$ cat config.mk
export PLATFORM = sky130hd
export DESIGN_NAME = regfile_wb_scheduler
export DESIGN_NICKNAME = d
export VERILOG_FILES = /design/src/rtl/regfile_pkg.sv /design/src/rtl/wb_rr_arbiter2.sv /design/src/rtl/regfile_wb_scheduler.sv
export SDC_FILE = /design/constraint.sdc
export NUM_CORES = 1
export LEC_CHECK = 0
export CAP_MARGIN = 25
export CORE_AREA = 2 2 140 142
export DETAILED_ROUTE_END_ITERATION = 8
export DIE_AREA = 0 0 142 144
export MAX_ROUTING_LAYER = met4
export PLACE_DENSITY = 0.73
export SYNTH_ARGS = -nofsm -noshare
export SYNTH_HDL_FRONTEND = slang
export SYNTH_HIERARCHICAL = 1
export SYNTH_SLANG_ARGS = --single-unit
$ cat constraint.sdc
create_clock -name phi2 -period 3.25 [get_ports phi2]
set_input_delay 0.65 -clock phi2 [delete_from_list [all_inputs] [get_ports phi2]]
set_output_delay 0.65 -clock phi2 [all_outputs]
set_load 0.02 [all_outputs]
$ cat src/rtl/regfile_pkg.sv
// Shared constants and types for the register-file writeback scheduler.
package regfile_pkg;

  localparam int XLEN       = 64;
  localparam int REG_ADDR_W = 5;
  localparam int NUM_REGS   = 2 ** REG_ADDR_W;

  typedef logic [REG_ADDR_W-1:0] reg_addr_t;
  typedef logic [XLEN-1:0]       xword_t;

  // Priority pointer: which requester wins the next contended cycle.
  typedef enum logic {
    WB_EX  = 1'b0,
    WB_MEM = 1'b1
  } wb_src_e;

  localparam reg_addr_t REG_X0     = {REG_ADDR_W{1'b0}};
  localparam xword_t    XWORD_ZERO = {XLEN{1'b0}};

  // x0 is hardwired zero: never tracked, never written, never a hazard.
  function automatic logic is_x0(input reg_addr_t addr);
    return addr == REG_X0;
  endfunction

endpackage

$ cat src/rtl/wb_rr_arbiter2.sv
// Two-requester round-robin arbiter (EX vs MEM) with a registered
// priority bit. Readiness of one side depends only on the other side's
// request and the priority bit, never on its own request.
module wb_rr_arbiter2
  import regfile_pkg::*;
(
  input  logic clk_i,
  input  logic rst_ni,
  input  logic req_ex_i,
  input  logic req_mem_i,
  output logic ready_ex_o,
  output logic ready_mem_o,
  output logic grant_ex_o,
  output logic grant_mem_o
);

  wb_src_e prio_q;
  wb_src_e prio_d;

  // Readiness, grants, and priority hand-over after a contended cycle.
  always_comb begin
    ready_ex_o  = !req_mem_i || (prio_q == WB_EX);
    ready_mem_o = !req_ex_i  || (prio_q == WB_MEM);
    grant_ex_o  = req_ex_i  && ready_ex_o;
    grant_mem_o = req_mem_i && ready_mem_o;
    prio_d      = prio_q;
    if (req_ex_i && req_mem_i) begin
      if (grant_ex_o) begin
        prio_d = WB_MEM;
      end else begin
        prio_d = WB_EX;
      end
    end else begin
      prio_d = prio_q;
    end
  end

  // Priority register; EX wins the first contention after reset.
  always_ff @(posedge clk_i or negedge rst_ni) begin
    if (!rst_ni) begin
      prio_q <= WB_EX;
    end else begin
      prio_q <= prio_d;
    end
  end

endmodule

$ cat src/rtl/regfile_wb_scheduler.sv
// Register-file writeback scheduler: shares the single write port between
// EX and MEM, tracks in-flight destinations in a pending scoreboard and
// reports read-operand hazards to decode.
// Optional feature: define REGFILE_FWD_EN to forward the value sitting in
// the output stage to decode instead of stalling on it.
module regfile_wb_scheduler
  import regfile_pkg::*;
(
  input  logic      phi2,
  input  logic      rst_n,
  input  logic      iss_valid,
  input  reg_addr_t iss_rd,
  output logic      iss_ready,
  input  logic      ex_valid,
  input  reg_addr_t ex_rd,
  input  xword_t    ex_value,
  output logic      ex_ready,
  input  logic      mem_valid,
  input  reg_addr_t mem_rd,
  input  xword_t    mem_value,
  output logic      mem_ready,
  output reg_addr_t reg_wb_addr,
  output xword_t    reg_wb_value,
  input  reg_addr_t rd_addrs  [0:1],
  output logic      rd_hazard [0:1],
  output logic      fwd_valid [0:1],
  output xword_t    fwd_value [0:1]
);

  logic                ex_grant_s;
  logic                mem_grant_s;
  logic                claim_s;
  reg_addr_t           wb_addr_q;
  reg_addr_t           wb_addr_d;
  xword_t              wb_value_q;
  xword_t              wb_value_d;
  logic [NUM_REGS-1:0] pending_q;
  logic [NUM_REGS-1:0] pending_d;

  wb_rr_arbiter2 u_arb (
    .clk_i       (phi2),
    .rst_ni      (rst_n),
    .req_ex_i    (ex_valid),
    .req_mem_i   (mem_valid),
    .ready_ex_o  (ex_ready),
    .ready_mem_o (mem_ready),
    .grant_ex_o  (ex_grant_s),
    .grant_mem_o (mem_grant_s)
  );

  assign reg_wb_addr  = wb_addr_q;
  assign reg_wb_value = wb_value_q;

  // Claim acceptance: pending is sampled before this edge's clear, so a
  // claim that collides with the retiring register is refused.
  always_comb begin
    iss_ready = is_x0(iss_rd) || !pending_q[iss_rd];
    claim_s   = iss_valid && iss_ready && !is_x0(iss_rd);
  end

  // Scoreboard next state: retire the output-stage register, then record a new claim.
  always_comb begin
    pending_d = pending_q;
    if (!is_x0(wb_addr_q)) begin
      pending_d[wb_addr_q] = 1'b0;
    end else begin
      pending_d = pending_q;
    end
    if (claim_s) begin
      pending_d[iss_rd] = 1'b1;
    end else begin
      pending_d[0] = 1'b0;
    end
  end

  // Output stage next state: load the granted request, else idle with value held.
  always_comb begin
    wb_addr_d  = REG_X0;
    wb_value_d = wb_value_q;
    if (ex_grant_s) begin
      wb_addr_d  = ex_rd;
      wb_value_d = ex_value;
    end else if (mem_grant_s) begin
      wb_addr_d  = mem_rd;
      wb_value_d = mem_value;
    end else begin
      wb_addr_d  = REG_X0;
      wb_value_d = wb_value_q;
    end
  end

  // State registers; reset drops the in-flight write and all claims.
  always_ff @(posedge phi2 or negedge rst_n) begin
    if (!rst_n) begin
      wb_addr_q  <= REG_X0;
      wb_value_q <= XWORD_ZERO;
      pending_q  <= {NUM_REGS{1'b0}};
    end else begin
      wb_addr_q  <= wb_addr_d;
      wb_value_q <= wb_value_d;
      pending_q  <= pending_d;
    end
  end

  // Decode read-port hazards, optionally bypassing the output-stage value.
  always_comb begin
    for (int i = 0; i < 2; i++) begin
      rd_hazard[i] = 1'b0;
      fwd_valid[i] = 1'b0;
      fwd_value[i] = XWORD_ZERO;
`ifdef REGFILE_FWD_EN
      if (!is_x0(rd_addrs[i]) && (rd_addrs[i] == wb_addr_q)) begin
        fwd_valid[i] = 1'b1;
        fwd_value[i] = wb_value_q;
        rd_hazard[i] = 1'b0;
      end else begin
        rd_hazard[i] = !is_x0(rd_addrs[i]) && pending_q[rd_addrs[i]];
      end
`else
      rd_hazard[i] = !is_x0(rd_addrs[i]) && pending_q[rd_addrs[i]];
`endif
    end
  end

endmodule
# After elaboration in Yosys (flattened, before gate mapping)
# Cells that the tools add are included.
dict set report word_totals {
  elab_cells 55
  register_bits 102
  in_bits 158
}
dict set report op_classes {
  n_mux 18
  bitwise_logic 4
  n_reduce_logical 23
  magnitude_cmp 6
}
# cell count
set ops {}
lappend ops {{$mux W64} 2}
lappend ops {{$and A32 B32 Y32} 1}
lappend ops {{$mux W32} 1}
lappend ops {{$not A32 Y32} 1}
lappend ops {{$or A32 B32 Y32} 1}
lappend ops {{$mux W31} 1}
lappend ops {{$lt A5 B6 Y1 const B} 4}
lappend ops {{$logic_not A5 Y1} 4}
lappend ops {{$bmux W1 S5} 3}
lappend ops {{$demux W1 S5} 2}
lappend ops {{$ge A5 B1 Y1 const B} 2}
lappend ops {{$mux W5} 2}
lappend ops {{$logic_and A1 B1 Y1} 9}
lappend ops {{$mux W1} 7}
lappend ops {{$logic_not A1 Y1} 6}
lappend ops {{$logic_or A1 B1 Y1} 3}
lappend ops {{$reduce_bool A2 Y1} 1}
lappend ops {{$not A1 Y1} 1}

# Logic depth before layout (Yosys ltp)
# Gate-level depths: netlist of the first run.
dict set report logic_depth {
  ltp_word 9
  mapped_depth 7
  ltp_nobuf 5
}

# Hierarchy
# The synthesis of the first run kept the hierarchy.
# mod n_inst area_per_inst_um2 cells_per_inst
set by_module_without_submodules {}
lappend by_module_without_submodules {regfile_wb_scheduler 1 6401.1 636}
lappend by_module_without_submodules {wb_rr_arbiter2 1 67.6 7}

# Least setup slack after synthesis of the first run
# OpenSTA, ideal clock, no wires.
dict set report synth_path {
  path_kind {input port to output port}
  from {in rd_addrs[5] (netlist bit)}
  to {out rd_hazard[1] (netlist bit)}
  path_stages 4
  required_ns 2.600
  arrival_time_ns 2.113
  path_slack_ns 0.487
  path_cell_list {buf_2 > mux4_2 > mux4_2 > mux2_2}
}
# item line
set synth_rtl {}
lappend synth_rtl {{start, declared} regfile_wb_scheduler.sv:24} ;# input reg_addr_t rd_addrs [0:1],
lappend synth_rtl {{end, declared} regfile_wb_scheduler.sv:25} ;# output logic rd_hazard [0:1],

==> impl_metrics.toml, run 1 <==
[floorplan]
start_util = 0.339
die_area_mm2 = 0.0204
pin_count = 362
die_h_um = 144
fp-row-count = 51
die_w_um = 142
design.core.area_mm2 = 0.0191

[timing]
slew_violations = 0
timing.fmax_mhz = 314
tightest_slew_ns = 0.671
period_share = 0.981
finalSetupTns_ns = 0
relSlewSlack = 0.553
hold_viol_final = 0
rsz0062_at_grt = "false"
min_period_ns = 3.19
skew_ns = 0.00556
setup_viol_count_final = 0

[synthesis]
ys.flop_type = "dfrtp_1"
syn_avg_cell_area_um2 = 10.1
syn_area_mm2 = 0.00647
ys_types = 45
ys_top_cells_by_area = "dfrtp_1 (39%), buf_4 (15%), mux2i_1 (12%)"
async_flop_share = 1.00
synth_top_area_frac = 0.395
syn_inst = 643
yosys_warnings = 6
ys_seq_area_frac = 0.395
synth-seq-cells = 102
synth-edff-count = 0
yosys.area.top_type = "dfrtp_1"

[critical_path]
r2r-start = "pending_q[1]"
arrival_ns = 2.54
cp-startpoint = "rd_addrs[1]"
path_max_fanout = 6
start_kind = "input port"
worst_ep_required_time_ns = 2.60
endpoint_kind = "primary output"
crit_type = "input port to primary output"

[grt]
grt_pass1_vias = 5160
overflow = 0
grt_pass1_wl_mm = 28.4
grt.total_usage = 0.188
grt_max_degree = 134
antenna_found_initial = 1

[route]
first_iter_violations = 320
antenna_left = 0
routedWlPerCell_um = 17.0
drt_pass1_iterations = 5
wl_met3_mm = 1.55
wl_met1_mm = 7.53
vias = 5338
top_layer = "met4"
route.detailed.drc = 0
wl_met2_mm = 9.29
vias_per_cell = 4.77
wirelength_mm = 19.0

[run_status]
status = "finished clean"

[power]
leakage_nw = 3.87
fin_total_pwr_mw = 5.76
ir_drop_mv = 0.346
power_density_mw_per_mm2 = 642

[placed_design]
portBuffers = 231
place_area_mm2 = 0.00865
dp.cells = 1103
gp_congestion = 0.942
dp_hpwl_mm = 14.8

[clock_network]
cts_tree = "done"
cts_num_sinks = 102
clk_pin_slew_ns = 0.07
clock_latency_ns = 0.34
cts_htree_levels = 3
cts-root-buf = "clkbuf_16"
cts_buffer_depth = 2
numCtsBuffers = 9

[cells_and_area]
fin_nets = 1035
drive_above_1_share = 0.0898
finalNonFillerCells = 1119
final_area_mm2 = 0.00897
syn2layout_area_growth_pct = 38.7
fillers = 1769

[job]
cap_violations = 0

[min_path]
holdCritPathClass = "input port to async pin"
-- report_power, final --
part / total, mW / switching (mW) / internal [mW]
sequential: 2.15 / 0.458 / 1.69
clock: 1.15 / 0.468 / 0.686
combinational: 2.46 / 1.24 / 1.22
-- registers in the layout (all words and copies together) (netlist names) --
signal        cells
reg_wb_value     64
pending_q        32
reg_wb_addr       5
u_arb/prio_q      1
-- critical path: stages --
cell and delay (ns):
clkdlybuf4s50_1 0.63, mux4_2 0.36, mux4_2 0.48, mux2_4 0.26
buf_2 0.16
-- logic make-up (layout without fill, tap and decap cells) --
| group | count (synthesis) | in the layout | synth area share |
|---|---|---|---|
| DFF | 102 | 102 | 0.395 |
| and+or+nand+nor | 128 | 128 | 0.0973 |
| xor gates and xnor gates | 1 | 1 | 0.00135 |
| AOI/OAI and AO/OA | 141 | 141 | 0.125 |
| other | 1 | 131 | 0.000580 |
| buffers and inverters | 167 | 275 | 0.179 |
| muxes | 103 | 103 | 0.202 |
-- metal layers --
layer  global-route usage  up-vias
met5                    -        -
met4               0.0784        0
met3               0.0560       33
met2                0.293      276
met1                0.229     2557
li1                     -     2472
-- through the flow --
stage	utilization	setup slack, ns	hold WS, ns
detailed placement	0.454	-0.569	0.500
global route	0.470	0.0122	0.368
floorplan	-	0.487	0.354
CTS	0.470	0.0374	0.336
finish	0.470	0.0617	0.321
global placement	0.454	-0.554	0.488
-- synth_stat cells, types with 3 or more instances --
cell type,n
a22o_1,6
buf_1,8
buf_2,8
buf_4,133
buf_6,3
clkbuf_1,13
dfrtp_1,102
mux2_2,5
mux2i_1,78
mux4_1,7
mux4_2,12
nand2_1,81
nand2b_1,4
nand3_1,8
nand3b_1,6
nor2_1,6
o21ai_0,120
o41ai_1,7
or2_2,3
or3_1,3
-- final cells by class --
class,instances,area [µm²],area share
inverter,2,7.51,0.000837
clock buffer,10,239,0.0266
tap,238,298,0.0332
antenna,1,2.50,0.000279
multi-input combinational,503,3250,0.362
clock inverter,4,72.6,0.00809
timing repair buffer,259,2550,0.284
sequential,102,2550,0.284
-- layout by cell type (no fill, tap or decap), drive strengths merged, types with 2 or more instances in the layout --
master         Yosys  final
dfrtp            102    102
or2                4      4
nand2             81     81
bufinv             0      2
buf              152     31
nor2               6      6
and2               2      2
o41ai              7      7
clkbuf            13     10
and2b              2      2
inv                2      2
dlygate4sd2        0      6
conb               1    130
o31ai              2      2
nand3b             6      6
mux2               6      6
mux4              19     19
nor3               2      2
a22o               6      6
o21ai            120    120
nand2b             5      5
mux2i             78     78
clkdlybuf4s50      0    220
nand3              8      8
or3                3      3
clkdlybuf4s15      0      2
-- path summary, 6_finish.rpt --
kind / endpoint / slack (ns) / cells after the start
setup / recovery: rd_hazard[0] / 0.06 / 5
hold / removal: reg_wb_value[21] / 0.32 / 1
setup reg to reg: pending_q[1] / 1.42 / 6
hold reg to reg: u_arb/prio_q / 0.51 / 1
max in group asynchronous: pending_q[14] / 2.19 / 2
min in group phi2: u_arb/prio_q / 0.51 / 1
-- what timing repair did --
| item | CTS | global route |
|---|---|---|
| endpoints found under the setup margin | 3 | 1 |
| resized for setup | 24 | 2 |
| buffers inserted | 1 | 0 |
| hold buffers | 0 | 0 |
No activity file was read; power rests on OpenSTA's default activity.
==> run 2: changes to the inputs <==
- CTS_CLUSTER_DIAMETER: not set -> 30
==> results of run 2 <==
The final DEF is identical to that of run 1; final timing and power are the same.
